<file path="src/rtl/sp_ram_req_ctrl_pkg.sv">
// -----------------------------------------------------------------------------
// sp_ram_req_ctrl_pkg
// Shared types and constants for the single-port RAM request front-end.
//   gnt_side_e : which request channel owns the RAM port in a given cycle
//   RSP_DEPTH  : response buffer depth, which is also the outstanding-read limit
//   CNT_W      : width of the response buffer occupancy count
//   STAT_W     : width of the optional statistics counters
//   sat_inc()  : saturating increment used by the statistics counters
// -----------------------------------------------------------------------------
package sp_ram_req_ctrl_pkg;

    typedef enum logic {
        GNT_RD = 1'b0,
        GNT_WR = 1'b1
    } gnt_side_e;

    localparam int RSP_DEPTH = 2;
    localparam int CNT_W     = $clog2(RSP_DEPTH + 1);
    localparam int STAT_W    = 32;

    // The counter holds at all-ones instead of wrapping to zero.
    function automatic logic [STAT_W-1:0] sat_inc(input logic [STAT_W-1:0] val,
                                                  input logic              en);
        if (en && (val != '1)) begin
            return val + STAT_W'(1);
        end
        return val;
    endfunction

endpackage

</file>
<file path="src/rtl/sp_ram_rsp_fifo.sv">
// -----------------------------------------------------------------------------
// sp_ram_rsp_fifo
// Two-entry synchronous FIFO holding read responses. Entry 0 is always the
// head, so the head data comes straight from a register with no read mux.
// Ports:
//   clk, rst   : clock and asynchronous active-high reset
//   push       : write push_data into the FIFO this cycle
//   push_data  : data to enqueue
//   pop        : remove the head entry this cycle (ignored when empty)
//   count      : number of valid entries (0..2)
//   head_data  : oldest entry, meaningful only when count != 0
// -----------------------------------------------------------------------------
module sp_ram_rsp_fifo
    import sp_ram_req_ctrl_pkg::*;
#(
    parameter int DATA_W = 8
) (
    input  logic              clk,
    input  logic              rst,
    input  logic              push,
    input  logic [DATA_W-1:0] push_data,
    input  logic              pop,
    output logic [CNT_W-1:0]  count,
    output logic [DATA_W-1:0] head_data
);

    logic [DATA_W-1:0] mem_q [RSP_DEPTH];
    logic [DATA_W-1:0] mem_d [RSP_DEPTH];
    logic [CNT_W-1:0]  count_q;
    logic [CNT_W-1:0]  count_d;
    logic              pop_eff;

    always_comb begin
        // NOTE: every signal assigned here receives a default first, so no path leaves it unassigned and no latch is inferred.
        mem_d   = mem_q;
        count_d = count_q;
        pop_eff = pop && (count_q != '0);

        // NOTE: blocking assignments here are deliberate: the push below uses the count already adjusted by the pop.
        if (pop_eff) begin
            mem_d[0] = mem_q[1];
            count_d  = count_q - CNT_W'(1);
        end
        if (push) begin
            mem_d[count_d[0]] = push_data;
            count_d           = count_d + CNT_W'(1);
        end
    end

    // NOTE: state registers use non-blocking assignments so every flop samples pre-edge values.
    always_ff @(posedge clk or posedge rst) begin
        if (rst) begin
            count_q <= '0;
        end else begin
            count_q <= count_d;
        end
    end

    // NOTE: the data entries are deliberately left without reset; count alone decides which entries are valid.
    always_ff @(posedge clk) begin
        mem_q <= mem_d;
    end

    assign count     = count_q;
    assign head_data = mem_q[0];

    // The upstream read-eligibility logic must never let the buffer overflow.
    assert property (@(posedge clk) disable iff (rst)
                     !(push && !pop_eff && (count_q == CNT_W'(RSP_DEPTH))));

endmodule

</file>
<file path="src/rtl/sp_ram_req_ctrl.sv">
// -----------------------------------------------------------------------------
// sp_ram_req_ctrl
// Front-end for a single-port RAM with a 1-cycle registered read. It arbitrates
// independent read and write valid/ready channels onto the one RAM port and
// returns read data in issue order through a 2-entry response buffer.
// Ports:
//   ap_clk, areset          : clock, asynchronous active-high reset
//   wr_valid/ready/addr/data: write request channel
//   rd_valid/ready/addr     : read request channel
//   rsp_valid/ready/data    : read response channel
//   ram_en/we/addr/din/dout : RAM port; ram_dout is valid the cycle after a read
// Optional build macro SP_RAM_CTRL_STATS_EN adds saturating counters:
//   stat_rd_cnt, stat_wr_cnt, stat_stall_cnt
// -----------------------------------------------------------------------------
module sp_ram_req_ctrl
    import sp_ram_req_ctrl_pkg::*;
#(
    parameter int DATA_W = 8,
    parameter int ADDR_W = 14
) (
    input  logic              ap_clk,
    input  logic              areset,
    input  logic              wr_valid,
    output logic              wr_ready,
    input  logic [ADDR_W-1:0] wr_addr,
    input  logic [DATA_W-1:0] wr_data,
    input  logic              rd_valid,
    output logic              rd_ready,
    input  logic [ADDR_W-1:0] rd_addr,
    output logic              rsp_valid,
    input  logic              rsp_ready,
    output logic [DATA_W-1:0] rsp_data,
    output logic              ram_en,
    output logic              ram_we,
    output logic [ADDR_W-1:0] ram_addr,
    output logic [DATA_W-1:0] ram_din,
    input  logic [DATA_W-1:0] ram_dout
`ifdef SP_RAM_CTRL_STATS_EN
    ,
    output logic [STAT_W-1:0] stat_rd_cnt,
    output logic [STAT_W-1:0] stat_wr_cnt,
    output logic [STAT_W-1:0] stat_stall_cnt
`endif
);

    gnt_side_e        rr_last_q;
    gnt_side_e        rr_last_d;
    logic             rd_inflight_q;
    logic             rd_inflight_d;
    logic [CNT_W-1:0] rsp_count;
    logic [CNT_W:0]   rd_occupancy;
    logic             rsp_pop;
    logic             rd_ok;
    logic             grant_rd;
    logic             grant_wr;

    assign rsp_valid = (rsp_count != '0);
    assign rsp_pop   = rsp_valid && rsp_ready;

    // Arbitration. The occupancy counts responses held in the buffer plus the
    // read in flight, minus the entry leaving this cycle; a newly granted read
    // lands two edges later, by which time that entry has gone. Subtracting
    // the pop is what allows one read per cycle while rsp_ready is held high.
    always_comb begin
        rd_occupancy = {1'b0, rsp_count}
                     + {{CNT_W{1'b0}}, rd_inflight_q}
                     - {{CNT_W{1'b0}}, rsp_pop};
        rd_ok    = (rd_occupancy < (CNT_W + 1)'(RSP_DEPTH));
        grant_rd = 1'b0;
        grant_wr = 1'b0;
        if (!areset) begin
            if (wr_valid && rd_valid && rd_ok) begin
                grant_rd = (rr_last_q == GNT_WR);
                grant_wr = !grant_rd;
            end else if (wr_valid) begin
                grant_wr = 1'b1;
            end else if (rd_valid && rd_ok) begin
                grant_rd = 1'b1;
            end
        end
    end

    always_comb begin
        rr_last_d = rr_last_q;
        if (grant_rd) begin
            rr_last_d = GNT_RD;
        end else if (grant_wr) begin
            rr_last_d = GNT_WR;
        end
        rd_inflight_d = grant_rd;
    end

    // Resetting to GNT_WR makes the read side win the first tie.
    always_ff @(posedge ap_clk or posedge areset) begin
        if (areset) begin
            rr_last_q     <= GNT_WR;
            rd_inflight_q <= 1'b0;
        end else begin
            rr_last_q     <= rr_last_d;
            rd_inflight_q <= rd_inflight_d;
        end
    end

    // The RAM accepts unconditionally, so ready may safely depend on valid.
    assign wr_ready = grant_wr;
    assign rd_ready = grant_rd;
    assign ram_en   = grant_wr | grant_rd;
    assign ram_we   = grant_wr;
    assign ram_addr = grant_wr ? wr_addr : rd_addr;
    assign ram_din  = wr_data;

    sp_ram_rsp_fifo #(
        .DATA_W (DATA_W)
    ) u_rsp_fifo (
        .clk       (ap_clk),
        .rst       (areset),
        .push      (rd_inflight_q),
        .push_data (ram_dout),
        .pop       (rsp_pop),
        .count     (rsp_count),
        .head_data (rsp_data)
    );

`ifdef SP_RAM_CTRL_STATS_EN
    logic [STAT_W-1:0] stat_rd_cnt_q,    stat_rd_cnt_d;
    logic [STAT_W-1:0] stat_wr_cnt_q,    stat_wr_cnt_d;
    logic [STAT_W-1:0] stat_stall_cnt_q, stat_stall_cnt_d;

    always_comb begin
        stat_rd_cnt_d    = sat_inc(stat_rd_cnt_q, grant_rd);
        stat_wr_cnt_d    = sat_inc(stat_wr_cnt_q, grant_wr);
        stat_stall_cnt_d = sat_inc(stat_stall_cnt_q, rd_valid && !rd_ok);
    end

    always_ff @(posedge ap_clk or posedge areset) begin
        if (areset) begin
            stat_rd_cnt_q    <= '0;
            stat_wr_cnt_q    <= '0;
            stat_stall_cnt_q <= '0;
        end else begin
            stat_rd_cnt_q    <= stat_rd_cnt_d;
            stat_wr_cnt_q    <= stat_wr_cnt_d;
            stat_stall_cnt_q <= stat_stall_cnt_d;
        end
    end

    assign stat_rd_cnt    = stat_rd_cnt_q;
    assign stat_wr_cnt    = stat_wr_cnt_q;
    assign stat_stall_cnt = stat_stall_cnt_q;
`endif

endmodule

</file>
<file path="config.mk">
export PLATFORM = sky130hd
export DESIGN_NAME = sp_ram_req_ctrl
export DESIGN_NICKNAME = d
export VERILOG_FILES = /design/src/rtl/sp_ram_req_ctrl_pkg.sv /design/src/rtl/sp_ram_rsp_fifo.sv /design/src/rtl/sp_ram_req_ctrl.sv
export SDC_FILE = /design/constraint.sdc
export NUM_CORES = 1
export LEC_CHECK = 0
export ABC_AREA = 0
export BUFFER_PORTS_ARGS = -buffer_cell sky130_fd_sc_hd__buf_2
export CAP_MARGIN = 5
export CORE_MARGIN = 8
export CORE_UTILIZATION = 41
export DETAILED_ROUTE_END_ITERATION = 10
export PLACE_DENSITY_LB_ADDON = 0.1
export SLEW_MARGIN = 20
export SYNTH_ARGS = -nofsm -noshare
export SYNTH_HDL_FRONTEND = slang
export SYNTH_SLANG_ARGS = --single-unit
</file>
<file path="constraint.sdc">
create_clock -name ap_clk -period 4.4 [get_ports ap_clk]
set_input_delay 0.44 -clock ap_clk [delete_from_list [all_inputs] [get_ports ap_clk]]
set_output_delay 0.44 -clock ap_clk [all_outputs]
set_load 0.01 [all_outputs]
</file>
==> results of run 1 <==
## worst max-delay path: stages (launching register included)
cell	delay, ps
dfrtp_1	420
inv_1	80
ha_1	190
nor2b_1	150
ha_1	260
inv_1	80
ha_1	160
inv_1	50
fa_1	370
xnor2_1	180
a41oi_4	630
mux2_2	400
buf_2	140
## final cells by class
| class | count | area share |
|---|---|---|
| multi-input cells | 55 | 0.342 |
| flip-flops and latches | 20 | 0.339 |
| repair buffers | 69 | 0.237 |
| well taps | 31 | 0.0262 |
| clock inverters | 1 | 0.0203 |
| inverters | 8 | 0.0203 |
| clock buffers | 3 | 0.0152 |
## power breakdown
part,leakage (nW),internal [mW],switching (mW)
clock,0.0279,0.0921,0.0559
sequential,0.187,0.264,0.0324
combinational,0.514,0.173,0.190
## final timing paths
check	from	end	slack (ps)
min in group ap_clk	ram_dout[3]	flop	320
min	areset	u_rsp_fifo.count[1]$_DFF_PP0_	30
min reg2reg	rd_inflight_q$_DFF_PP0_	u_rsp_fifo.count[0]$_DFF_PP0_	540
max reg2reg	u_rsp_fifo.count[1]$_DFF_PP0_	rd_inflight_q$_DFF_PP0_	1770
max in group asynchronous	areset	rr_last_q$_DFFE_PP1P_	4140
max	u_rsp_fifo.count[1]$_DFF_PP0_	ram_addr[2]	530
## cell usage after synthesis, drive strengths merged
cell type,instances,share of area
inv,8,0.025
buf,19,0.12
dfxtp,8,0.13
ha,3,0.032
o21ai,8,0.034
and2,1,0.0053
clkbuf,2,0.0063
fa,1,0.017
a211oi,1,0.0063
o31a,1,0.0074
xnor2,2,0.015
mux2,14,0.16
nor2b,1,0.0053
a21oi,1,0.0042
edfxtp,8,0.20
dfrtp,3,0.063
a41oi,1,0.023
nand2,10,0.032
mux2i,9,0.076
nand3,1,0.0042
dfstp,1,0.022
nand2b,1,0.0053
## metrics by stage
step	util	total power, mW	cells	cell area (µm²)
finish	0.537	0.807	187	1480
global route	0.537	0.874	187	1480
CTS	0.537	0.822	187	1480
detailed placement	0.518	0.673	183	1430
global placement	0.518	0.662	183	1430
floorplan	-	0.605	104	1190
## per-layer routing
metal	part of all wire	track usage
met5	0	0
met4	0.0037	0.0223
met3	0.058	0.0523
met2	0.60	0.214
met1	0.34	0.102
## logic make-up (layout without fill, tap and decap cells)
logic type,count (synthesis),in the layout,synth area share
buffers and inverters,29,81,0.152
DFF,20,20,0.422
adders and majority gates,4,4,0.0484
and+or+nand+nor,14,14,0.0515
muxes,23,23,0.237
xor gates and xnor gates,2,2,0.0147
AOI/OAI and AO/OA,12,12,0.0747
==> summary.md, run 1 <==
| Metric | Value |
|---|---|
| Sequential element share of the synthesized area | `0.422` |
| Yosys warns | `0` |
| Kind of critical path | `reg2out` |
| Core Area | `2760 µm²` |
| Area of the multi-input gates | `507 µm²` |
| RSZ-0062 raised after global routing | `false` |
| Worst rel slew slack | `0.545` |
| Nets | `210` |
| Synth Instances | `104` |
| Final setup fails | `0` |
| Worst Max-Slew Pin Slew | `680 ps` |
| Largest net degree at the start of global routing | `17` |
| Final WL | `2.74 mm` |
| CTS max path bufs | `2` |
| Lkg Pwr | `0.729 nW` |
| ANT cells | `0` |
| Min-Delay Path Class | `in2async` |
| Arrival @ worst endpoint | `3430 ps` |
| Worst Clk Skew | `7.87 ps` |
| Die X | `69.9 µm` |
| Final ANT Viol Nets | `0` |
| Initial Utilization | `0.431` |
| First-pass GRT wire length | `4.46 mm` |
| Net count after synthesis | `157` |
| Overall Global Routing Usage | `0.111` |
| Clock Sinks | `20` |
| Clk pin slew, worst setup/hold paths | `110 ps` |
| Post-synthesis cell type count | `25` |
| Seq cells post-synth | `20` |
| Drc violations | `0` |
| CP Max Fanout | `16` |
| Pre-antenna DRT Iters | `4` |
| Total setup buffers inserted after CTS | `0` |
| Worst EP required | `3960 ps` |
| Initial antenna violation count | `0` |
| Skew-Pair Late Insertion Delay | `300 ps` |
| Final Max Slew Viols | `0` |
| DR iter-0 viols | `20` |
| Max cap viols | `0` |
| CTS tree | `built` |
| Vias in the first global route | `932` |
| DP HPWL | `2.31 mm` |
| Period utilization | `0.879` |
| Area occupied by registers | `502 µm²` |
| Status | `finished clean` |
| Share of cells above drive strength 1 | `0.571` |
| Hold Buf Count CTS | `0` |
| # resized after CTS | `0` |
| Htree depth | `1` |
| Reg2reg path depth | `11` |
| Wire per inst | `14.6 µm` |
| Most frequent cells in the layout | `buf_2 (67), nand2_1 (10), mux2i_1 (9), mux2_4 (9)` |
| Max VDD drop | `0.449 mV` |
| FP Rows | `19` |
| Die Y-Extent | `69.9 µm` |
| Setup WS pre-CTS | `832 ps` |
| Syn Area/Cell | `11.4 µm²` |
| PnR worst setup slack | `533 ps` |
| Min cycle time layout | `3870 ps` |
| Most common cell after layout, fill and taps aside | `buf_2` |
| Gr ovfl total | `0` |
| Layout area overhead | `24.4%` |
| Vias per cell | `4.57` |
| Total CTS buffers | `3` |
| Clock Tree Root | `clkbuf_4` |
| IO Port Bufs | `67` |
| Hold_ws | `34.3 ps` |
| Critical Path Start Type | `flop` |
| DIE AREA | `4880 µm²` |
| Final hold violation count | `0` |
| I/O pin cnt | `84` |
| Fin Setup TNS | `0 ps` |
| Maximum clock frequency | `259 MHz` |
| Synthesized area | `1190 µm²` |
| Fill cell total of the finished layout | `278` |
| GPL Wtd Cong | `0.660` |
| Pwr per Cell Area | `545 nW/µm²` |
| Vias | `854` |
| Crit end category | `output pin` |
Note: power is estimated with default switching activity, not from simulation.
==> run 2: changes to the inputs <==
ABC_AREA = 1   (was 0)
==> run 2 against run 1 <==
  * Count of clock-buffer cells in the layout increased by 1
  * Setup slack got worse by 54 ps
  * Die area increased by 1.7%
  * Register-to-register slack got worse by 180 ps
  * Sequential power decreased by 1%
  * Via count increased by 27%
  * Critical endpoint is now ram_addr[0]
  * Largest cell class unchanged
==> summary.md, run 2 <==
| Metric | Value |
|---|---|
| Status | `finished clean` |
| Arrival @ worst endpoint | `3480 ps` |
| Largest net degree at the start of global routing | `17` |
| Clock Tree Root | `clkbuf_4` |
| Final ANT Viol Nets | `0` |
| Die Y-Extent | `70.5 µm` |
| Post-synthesis cell type count | `22` |
| Die X | `70.5 µm` |
| Clk pin slew, worst setup/hold paths | `110 ps` |
| Final Max Slew Viols | `0` |
| CTS max path bufs | `2` |
| CP Max Fanout | `16` |
| GPL Wtd Cong | `0.735` |
| Overall Global Routing Usage | `0.118` |
| Synth Instances | `149` |
| Final WL | `3.06 mm` |
| Clock Sinks | `20` |
| Fin Setup TNS | `0 ps` |
| Period utilization | `0.891` |
| Kind of critical path | `reg2out` |
| Critical Path Start Type | `flop` |
| Synth area leader | `edfxtp_1` |
| Worst EP required | `3960 ps` |
| Worst Clk Skew | `13.5 ps` |
| Hold path depth | `1` |
| CTS tree | `built` |
| Maximum clock frequency | `255 MHz` |
| Final Util | `0.527` |
| Seq cells post-synth | `20` |
| Max VDD drop | `0.326 mV` |
| Vias per cell | `4.70` |
| Pwr per Cell Area | `506 nW/µm²` |
| Sequential element share of the synthesized area | `0.413` |
| Pre-antenna DRT Iters | `4` |
| Share of cells above drive strength 1 | `0.450` |
| Vias | `1085` |
| Total CTS buffers | `3` |
| Layout area overhead | `20.6%` |
| Min cycle time layout | `3920 ps` |
| Crit end category | `output pin` |
| Reg2reg end | `rr_last_q$_DFFE_PP1P_` |
| Worst Max-Slew Pin Slew | `480 ps` |
| Core Area | `2780 µm²` |
| Synth async-reset ratio | `0.200` |
| Fin cells | `231` |
| DIE AREA | `4970 µm²` |
| Inst Count DP | `226` |
| Reg-to-reg startpoint | `u_rsp_fifo.count[1]$_DFF_PP0_` |
| Most frequent cells after synthesis | `nand2_1 (43), buf_4 (17), nand3_1 (15), nor2_1 (11), nand2_2 (10)` |
| Min-Delay Path Class | `in2reg` |
| DP HPWL | `2.54 mm` |
| Area contributors post-synth | `edfxtp_1 (20%), nand2_1 (13%), dfxtp_1 (13%)` |
| Total setup buffers inserted after CTS | `0` |
| Reg2reg path depth | `15` |
| Initial Utilization | `0.437` |
| EDFF count, synth | `8` |
| Wire per inst | `13.2 µm` |
| Vias in the first global route | `1095` |
| Syn Area/Cell | `8.16 µm²` |
| Gr ovfl total | `0` |
| FP Rows | `19` |
| Max cap viols | `0` |
| Most frequent cells in the layout | `buf_2 (67), nand2_1 (43), nand3_1 (15)` |
| Hold Crit Start | `ram_dout[5]` |
| Yosys warns | `0` |
| DR iter-0 viols | `98` |
| Share of the synthesized area in the top cell type | `0.198` |
| I/O pin cnt | `84` |
| Ys flop type | `edfxtp_1` |
| Drc violations | `0` |
| Final hold violation count | `0` |
| ANT cells | `0` |
| Worst rel slew slack | `0.679` |
| Top-count cell post-synth | `nand2_1` |
| Skew-Pair Late Insertion Delay | `300 ps` |
| Nets | `254` |
| RSZ-0062 raised after global routing | `false` |
| IO Port Bufs | `67` |
| Most common cell after layout, fill and taps aside | `buf_2` |
| Worst reg-to-reg setup slack | `1590 ps` |
| Initial antenna violation count | `0` |
| Htree depth | `1` |
| First-pass GRT wire length | `4.89 mm` |
| Final setup fails | `0` |
| Synthesized area | `1220 µm²` |
| Lkg Pwr | `0.785 nW` |
| Net count after synthesis | `202` |
## run 2: how the worst max path moves through the flow
stage	startpoint	slack [ps]	endpoint
finish	u_rsp_fifo.count[1]$_DFF_PP0_	480	ram_addr[0]
global route	u_rsp_fifo.count[1]$_DFF_PP0_	100	ram_addr[1]
CTS	u_rsp_fifo.count[1]$_DFF_PP0_	300	ram_addr[0]
detailed placement	u_rsp_fifo.count[1]$_DFF_PP0_	650	ram_addr[0]
global placement	u_rsp_fifo.count[1]$_DFF_PP0_	770	ram_addr[0]
floorplan	u_rsp_fifo.count[1]$_DFF_PP0_	1110	wr_ready
## run 2: cells by family (layout without fill, tap and decap cells)
family,Yosys count,in the layout,share of synthesized area
compound gates,10,10,0.0494
xor+xnor,1,1,0.00720
fa+ha+maj,4,4,0.0473
buf+inv,32,83,0.168
flops,20,20,0.413
simple gates,82,82,0.316
## run 2: repair_timing
action | 4_1_cts | 5_1_grt
gates resized for setup | 0 | 1
hold endpoints to repair | 0 | 3
hold buffers | 0 | 1
setup endpoints to repair | 0 | 3
## run 2: worst max-delay path: stages, from the launching register on
cell,delay (ps)
dfrtp_1,430
inv_2,90
ha_1,150
inv_2,40
nand2_2,170
inv_2,130
ha_1,300
inv_1,80
ha_2,290
inv_1,80
fa_1,480
nand2_1,50
inv_1,100
nand4_4,240
nand2_4,280
nand2_1,90
nand2_1,60
buf_2,120
## run 2: power breakdown
group	internal [mW]	switching [mW]
Clock	0.0353	0.0524
Combinational	0.144	0.218
Sequential	0.260	0.0322
## run 2: per-stage QoR
| stage | cell area, µm² | total power, mW | hold WS, ps | setup slack, ps |
|---|---|---|---|---|
| after floorplan | 1220 | 0.600 | 187 | 1110 |
| after global placement | 1430 | 0.655 | 337 | 767 |
| after detailed placement | 1430 | 0.665 | 340 | 647 |
| after CTS | 1450 | 0.755 | 8.26 | 300 |
| after global routing | 1470 | 0.817 | 303 | 97.9 |
| final | 1470 | 0.742 | 322 | 479 |
## run 2: cell type report
type,instances,area (µm²)
clock buffers,4,26.3
repair buffers,68,345
inverters,11,41.3
flip-flops and latches,20,502
well taps,31,38.8
fillers,287,1320
multi-input cells,97,513
## run 2: metal layers
| layer | wire length (µm) | track usage | vias to the layer above |
|---|---|---|---|
| met5 | 0 | 0 | - |
| met4 | 44 | 0.0313 | 0 |
| met3 | 231 | 0.0537 | 13 |
| met2 | 1630 | 0.212 | 24 |
| met1 | 1150 | 0.120 | 482 |
| li1 | - | - | 566 |
